$ cat config.mk
export PLATFORM = sky130hd
export DESIGN_NAME = arb_mux_n
export DESIGN_NICKNAME = d
export VERILOG_FILES = /design/src/rtl/mux_pkg.sv /design/src/rtl/rr_grant.sv /design/src/rtl/arb_mux_n.sv
export SDC_FILE = /design/constraint.sdc
export NUM_CORES = 1
export LEC_CHECK = 0
export ABC_CLOCK_PERIOD_IN_PS = 8300
export BUFFER_PORTS_ARGS = -buffer_cell sky130_fd_sc_hd__buf_2
export CAP_MARGIN = 25
export CORE_AREA = 2 2 131 133
export CTS_CLUSTER_DIAMETER = 200
export CTS_CLUSTER_SIZE = 12
export DETAILED_ROUTE_END_ITERATION = 6
export DIE_AREA = 0 0 133 135
export GPL_TIMING_DRIVEN = 0
export MAX_ROUTING_LAYER = met4
export PLACE_DENSITY = 0.64
export SLEW_MARGIN = 20
export SYNTH_ARGS = -nofsm -noshare
export SYNTH_HDL_FRONTEND = slang
export SYNTH_HIERARCHICAL = 1
export SYNTH_SLANG_ARGS = --single-unit
$ cat constraint.sdc
create_clock -name clk -period 8.3 [get_ports clk]
set_clock_uncertainty 0.1 [all_clocks]
set_input_delay 0.415 -clock clk [delete_from_list [all_inputs] [get_ports clk]]
set_output_delay 0.415 -clock clk [all_outputs]
set_load 0.1 [all_outputs]
$ cat src/rtl/mux_pkg.sv
// Shared constants and elaboration helpers for the arb_mux_n family.
// Mode encodings, channel-index width and parameter sanity check.
package mux_pkg;

    localparam int MODE_FIXED = 0;
    localparam int MODE_RR    = 1;
    localparam int MODE_SEL   = 2;

    function automatic int sel_width(input int n);
        return (n <= 2) ? 1 : $clog2(n);
    endfunction

    function automatic bit params_ok(input int n, input int mode);
        return (n >= 2) && (mode >= MODE_FIXED) && (mode <= MODE_SEL);
    endfunction

endpackage

$ cat src/rtl/rr_grant.sv
// Combinational rotating-priority picker: first request at or after ptr.
// Emits a one-hot grant and its encoded index.
module rr_grant
    import mux_pkg::*;
#(
    parameter int N = 4,
    localparam int SEL_W = sel_width(N)
) (
    input  logic [N-1:0]     req,
    input  logic [SEL_W-1:0] ptr,
    output logic [N-1:0]     gnt,
    output logic [SEL_W-1:0] idx
);

    logic             found;
    logic [SEL_W:0]   pos;
    logic [SEL_W-1:0] j;

    always_comb begin
        gnt   = '0;
        idx   = '0;
        found = 1'b0;
        pos   = '0;
        j     = '0;
        for (int k = 0; k < N; k++) begin
            pos = {1'b0, ptr} + (SEL_W+1)'(k);
            if (pos >= (SEL_W+1)'(N)) begin
                pos = pos - (SEL_W+1)'(N);
            end
            j = pos[SEL_W-1:0];
            if (!found && req[j]) begin
                found  = 1'b1;
                gnt[j] = 1'b1;
                idx    = j;
            end
        end
    end

endmodule

$ cat src/rtl/arb_mux_n.sv
// N-input arbitrated mux with a one-entry registered output stage.
// Policy is fixed priority, round-robin or explicit select by MODE.
module arb_mux_n
    import mux_pkg::*;
#(
    parameter int WIDTH = 64,
    parameter int N     = 4,
    parameter int MODE  = MODE_RR,
    localparam int SEL_W = sel_width(N)
) (
    input  logic               clk,
    input  logic               rst_n,
    input  logic [N-1:0]       in_valid,
    input  logic [N*WIDTH-1:0] in_data,
    output logic [N-1:0]       in_ready,
    input  logic [SEL_W-1:0]   sel,
    output logic               out_valid,
    output logic [WIDTH-1:0]   out_data,
    output logic [SEL_W-1:0]   out_src,
    input  logic               out_ready
);

    if (!params_ok(N, MODE)) begin : g_bad_params
        $error("arb_mux_n: N must be >= 2 and MODE in 0..2");
    end

    logic               out_valid_q, out_valid_d;
    logic [WIDTH-1:0]   out_data_q, out_data_d;
    logic [SEL_W-1:0]   out_src_q, out_src_d;
    logic [SEL_W-1:0]   ptr_q, ptr_d;

    logic [N-1:0]       sel_oh;
    logic [N-1:0]       req;
    logic [N-1:0]       gnt;
    logic [SEL_W-1:0]   gidx;
    logic [SEL_W-1:0]   gptr;
    logic [WIDTH-1:0]   win;
    logic               load;
    logic               xfer;
    logic               unused_sink;

    // An out-of-range sel decodes to all zeros, so it can never grant.
    always_comb begin
        sel_oh = '0;
        for (int i = 0; i < N; i++) begin
            sel_oh[i] = (sel == SEL_W'(i));
        end
    end

    assign req  = (MODE == MODE_SEL) ? (in_valid & sel_oh) : in_valid;
    assign gptr = (MODE == MODE_RR) ? ptr_q : '0;
    assign unused_sink = ^{sel, ptr_q};

    rr_grant #(
        .N (N)
    ) u_grant (
        .req (req),
        .ptr (gptr),
        .gnt (gnt),
        .idx (gidx)
    );

    assign load     = !out_valid_q || out_ready;
    assign xfer     = load && rst_n && (|gnt);
    assign in_ready = (load && rst_n) ? gnt : '0;

    always_comb begin
        win = '0;
        for (int i = 0; i < N; i++) begin
            if (gnt[i]) begin
                win = in_data[i*WIDTH +: WIDTH];
            end
        end
    end

    always_comb begin
        out_valid_d = out_valid_q;
        out_data_d  = out_data_q;
        out_src_d   = out_src_q;
        ptr_d       = ptr_q;
        if (load) begin
            out_valid_d = 1'b0;
        end
        if (xfer) begin
            out_valid_d = 1'b1;
            out_data_d  = win;
            out_src_d   = gidx;
            ptr_d       = (gidx == SEL_W'(N-1)) ? '0 : gidx + SEL_W'(1);
        end
    end

    always_ff @(posedge clk) begin
        if (!rst_n) begin
            out_valid_q <= 1'b0;
            out_data_q  <= '0;
            out_src_q   <= '0;
            ptr_q       <= '0;
        end else begin
            out_valid_q <= out_valid_d;
            out_data_q  <= out_data_d;
            out_src_q   <= out_src_d;
            ptr_q       <= ptr_d;
        end
    end

    assign out_valid = out_valid_q;
    assign out_data  = out_data_q;
    assign out_src   = out_src_q;

endmodule

### Word-level counts from Yosys, hierarchy flattened

Index checks and enable logic that the tools add are counted.

| word-level totals | value |
|---|---|
| output and inout bits | 71 |
| memories kept | 0 |
| bits of input ports | 265 |
| RAM bits | 0 |
| bits in read-only memories | 0 |
| bits in latches | 0 |
| word-level logic and storage cells | 83 |
| register bits | 69 |

| operators by class | value |
|---|---|
| mux-type cells | 39 |
| add/sub/neg operators | 8 |
| bitwise logic cells | 3 |
| shift operators | 0 |
| reduce and logical (&&, ||, !) cells | 16 |
| equality and inequality tests | 1 |
| divide/modulo/power cells | 0 |
| order comparisons | 12 |
| multipliers | 0 |

Operators with widths:

| operator | number |
|---|---|
| two-way mux 64 bit | 4 |
| two-way mux 4 bit | 5 |
| two-way mux 2 bit | 9 |
| two-way mux 1 bit | 13 |
| < comparator 2 x 3 -> 1 bit, second input constant | 4 |
| OR 4 bit | 3 |
| >= comparator 3 bit, second input constant | 3 |
| logical AND 1 bit | 9 |
| binary-select mux 1 bit (select 2 bit) | 4 |
| demux 1 bit (select 2 bit) | 4 |
| >= comparator 2 x 1 -> 1 bit, second input constant | 4 |
| subtractor 2 x 1 -> 2 bit, second input constant | 4 |
| adder 2 x 2 -> 3 bit, second input constant | 2 |
| logical NOT 1 bit | 4 |
| OR reduction 4 bit | 1 |
| adder 2 x 1 -> 3 bit, second input constant | 1 |
| >= comparator 2 x 3 -> 1 bit, second input constant | 1 |
| adder 2 x 1 -> 2 bit, second input constant | 1 |
| == test 2 bit, second input constant | 1 |
| nonzero test 2 bit | 1 |
| logical OR 1 bit | 1 |

### Longest topological paths before layout

| logic depth | value |
|---|---|
| depth in word-level cells | 18 |
| gate-level depth with buffers | 13 |
| mapped depth without buffers | 10 |

### Hierarchy

Netlist, hierarchy kept.

Modules (own cells, without submodules):

| module | area an instance (um^2) | times used | cells each | sequential area each (um^2) |
|---|---|---|---|---|
| arb_mux_n | 4169.0 | 1 | 421 | 1381.3 |
| rr_grant | 404.1 | 1 | 48 | 0.0 |

### Least setup slack after synthesis

No wires, ideal clock.

| timing path | value |
|---|---|
| path type | register -> output |
| from | reg ptr_q[0], in the netlist gptr[0] |
| to | out in_ready[3] |
| slack | 3.099 ns |
| required time | 7.785 ns |
| cell stages (with the launch flop) | 11 |
| data arrival time | 4.686 ns |
| buffers on the path | 2 |
| cells stage by stage | dfxtp_1 -> buf_2 -> inv_1 -> ha_1 -> mux4_2 -> nor2b_1 -> a22oi_1 -> o21ai_0 -> inv_1 -> clkbuf_1 -> nor3_1 |

| on the way | value |
|---|---|
| word-level cells in the longest chain between the ends | 15 |
| elaborated cells on any way between the ends | 60 |
| classes of those cells | 7 x add/sub; 12 x order compare; 28 x mux; 3 x bitwise; 10 x reduce/logical |

RTL lines:

| what | RTL line | RTL |
|---|---|---|
| start, declared | arb_mux_n.sv:30 | `logic [SEL_W-1:0] ptr_q, ptr_d;` |
| start signal, assigned | arb_mux_n.sv:102 | `ptr_q <= ptr_d;` |
| parallel branches: the longest is 13 deep, another holds adder 2 x 1 -> 3 bit | -- |  |
| two-way mux 4 bit (*) | rr_grant.sv:31 | `if (!found && req[j]) begin` |
| named net gnt[3] | arb_mux_n.sv:34 | `logic [N-1:0] gnt;` |
| two-way mux 4 bit (*) | arb_mux_n.sv:65 | `assign in_ready = (load && rst_n) ? gnt : '0;` |
| end, declared | arb_mux_n.sv:15 | `output logic [N-1:0] in_ready,` |

Mark *: on every way through the listed nets, which the timed path passes. The select of a mux whose other input is x is not followed.

### Final worst setup path

| timing path | value |
|---|---|
| from | reg ptr_q[0], in the netlist gptr[0] |
| to | out in_ready[1] |

The elaborated chain is that of the path after synthesis.

==> reports/qor.yml <==
cts_made_buffers: 9
dr.pass1.iters: 5
worstSetupPathType: "reg2out"
worst_r2r_startpoint: "gptr[0]"
fin_nets: 1083
dp_hpwl_um: 16020
p_leak_uw: 0.002918
wl_per_cell_um: 19.38
dieArea_mm2: 0.01796
peakVddDrop_uv: 245.1
power_density_mw_per_mm2: 523.8
coreArea_mm2: 0.01641
final_cell_area_mm2: 0.006789
stdcell_count: 1037
synth_cells: 469
status: "finished, final reports clean"
critPathCaptureType: "output pin"
yosys_warnings: 6
wl_um: 20090
track_usage_pct: 22.11
synth_seq_cells: 69
slowest_stage: "clkbuf_1"
cp_max_fo: 10
cpLargestDelayFamily: "buffers and inverters"
synth.avg_cell_area_um2: 9.751
cp-start-kind: "flip-flop"
period_minus_slack_ns: 5.335
cts-root-buf: "clkbuf_16"
whs_path_depth: 3
crit_required_ns: 7.79
path_buf_inv: 5
cts_tree: "yes"
viasPerCell: 5.398
reg2reg_slack_ns: 3.82
clock.fmax_ghz: 0.1874
drc: 0
drive_gt1_share_pct: 48.59
grt_pass1_wl_um: 29710
crit_arrival_ns: 4.82
tns_ns: 0
cp_num_cells: 11
post_dp_cell_area_mm2: 0.006510
overflow: 0
die_h_um: 135
path_cells: "buf_2 -> inv_1 -> ha_1 -> mux4_2 -> nor2b_1 -> a22oi_1 -> o21ai_0 -> clkbuf_1 -> clkbuf_1 -> and3_1 -> buf_2"
final_common_cell: "buf_2"
multiInputGateArea_mm2: 0.002848
worst-slew-pin-transition_ns: 0.7194
setup_viol: 0
fp.dieW_um: 133
critPathMaxStageDelay_ns: 0.61
vias: 5598
hp-class: "in2reg"
antenna_found_initial: 0
grt_max_degree: 12
syn_to_final_growth_pct: 48.45
reg2regPathDepth: 11
maxSlewHeadroom_pct: 51.53
row_count: 47
clock-sinks: 69
ys_types: 38
start_util_pct: 27.87
post-route-util_pct: 41.38
gp_congestion: 0.7922
grt_pass1_vias: 5436
hold_ws_ns: 0.3210
maxSlewViolCount: 0
n_fill_cell: 1664
cts_buffer_depth: 2
endpoint: "in_ready[1]"
hold_viol: 0
antennaDiodeCount: 0
final_cell_mix: "340 x buf_2, 69 x dfxtp_1, 68 x o211ai_1, 64 x a221oi_1, 63 x o22ai_1"
synth_nets: 740
regArea_mm2: 0.001381
cts_setup_buffers: 0
worstReg2RegEnd: "out_data[35]"
pin_count: 336
cp-startpoint: "gptr[0]"
maxCapViolCount: 0
dp.cells: 1021
ctsResizeCount: 0
finalCritPeriodShare_pct: 64.28
holdBufCountCts: 0
htree_levels: 3
port_buffers: 332
syn_area_mm2: 0.004573
clkTransAtPathRegs_ns: 0.05
insertion_delay_ns: 0.33
rsz0062_at_grt: "no"
ant_nets: 0
ys_seq_area_share_pct: 30.21
initialDrtViolationCount: 204
[Yosys cell counts (all sizes together)]
library cell	number	area share, %
dfxtp	69	30
o21ai	10	1.1
nor2b	6	0.82
a221oi	64	12
o31ai	65	19
and3	3	0.41
mux4	4	2.0
a21oi	2	0.22
o22ai	63	8.6
mux2i	1	0.22
a22o	1	0.19
a21o	1	0.16
o2111ai	1	0.19
a22oi	8	1.3
or2	1	0.14
nor3b	1	0.16
and3b	1	0.19
nor4	1	0.47
nor3	1	0.11
inv	8	0.66
ha	6	1.6
o41ai	1	0.36
o211ai	68	11
clkbuf	55	4.5
buf	14	2.4
or4b	1	0.22
nand3	1	0.11
nand2b	3	0.41
nor4b	1	0.52
nor2	7	0.57
or3	1	0.14
[layer usage]
layer | wire length (um) | share of wire (%) | vias to the layer above | global-route usage, %
met5 | 0 | 0 | - | -
met4 | 440 | 2.2 | 0 | 7.228
met3 | 1419 | 7.1 | 31 | 3.979
met2 | 10230 | 51 | 304 | 38.77
met1 | 8004 | 40 | 2576 | 25.64
li1 | - | - | 2687 | -
[logic make-up after synthesis]
kind of cell / after synthesis / synth area share [%]
compound gates: 284 / 54.17
fa+ha+maj: 6 / 1.642
buf+inv: 77 / 7.524
flops: 69 / 30.21
mux: 5 / 2.189
simple gates: 28 / 4.268
[area by class of cell]
class                   count  share of cell area (%)
multi-input cells         323                   41.95
repair buffers            332                   24.47
flip-flops and latches     69                   20.35
plain buffers              69                   4.626
well taps                 220                   4.055
clock buffers              12                   3.778
inverters                   8                  0.4423
clock inverters             4                  0.3317
[where the power goes]
part	leakage (uW)	total [uW]	switching, uW	internal (uW)
Sequential	0.000567	485	49.4	435
Combinational	0.00221	2710	1940	766
Clock	0.000138	363	146	217
Total	0.00292	3560	2140	1420
[worst min path at each step]
stage | from | end | slack [ns]
2_1_floorplan | gptr[1] | gptr[1] | 0.43
3_3_place_gp | out_data[45] | out_data[45] | 0.38
3_5_place_dp | out_data[6] | out_data[6] | 0.39
4_1_cts | in_data[175] | out_data[47] | 0.31
5_1_grt | in_data[78] | out_data[14] | 0.33
6_report | in_data[175] | out_data[47] | 0.32
[metrics by stage]
stage               power (uW)  setup WS [ns]
detailed placement        3221          3.286
global placement          3212          3.287
CTS                       3592          2.922
global route              3801          2.511
finish                    3556          2.965
floorplan                 2586          3.099
[state kept, by name, indices dropped and copies added (netlist names)]
| register | cells |
|---|---|
| out_data | 64 |
| out_src | 2 |
| gptr | 2 |
| out_valid | 1 |
[worst min-delay path, stage by stage]
cell     delay (ns)
buf_2          0.10
o22ai_1        0.10
o31ai_1        0.09
(Power assumes the default switching activity.)
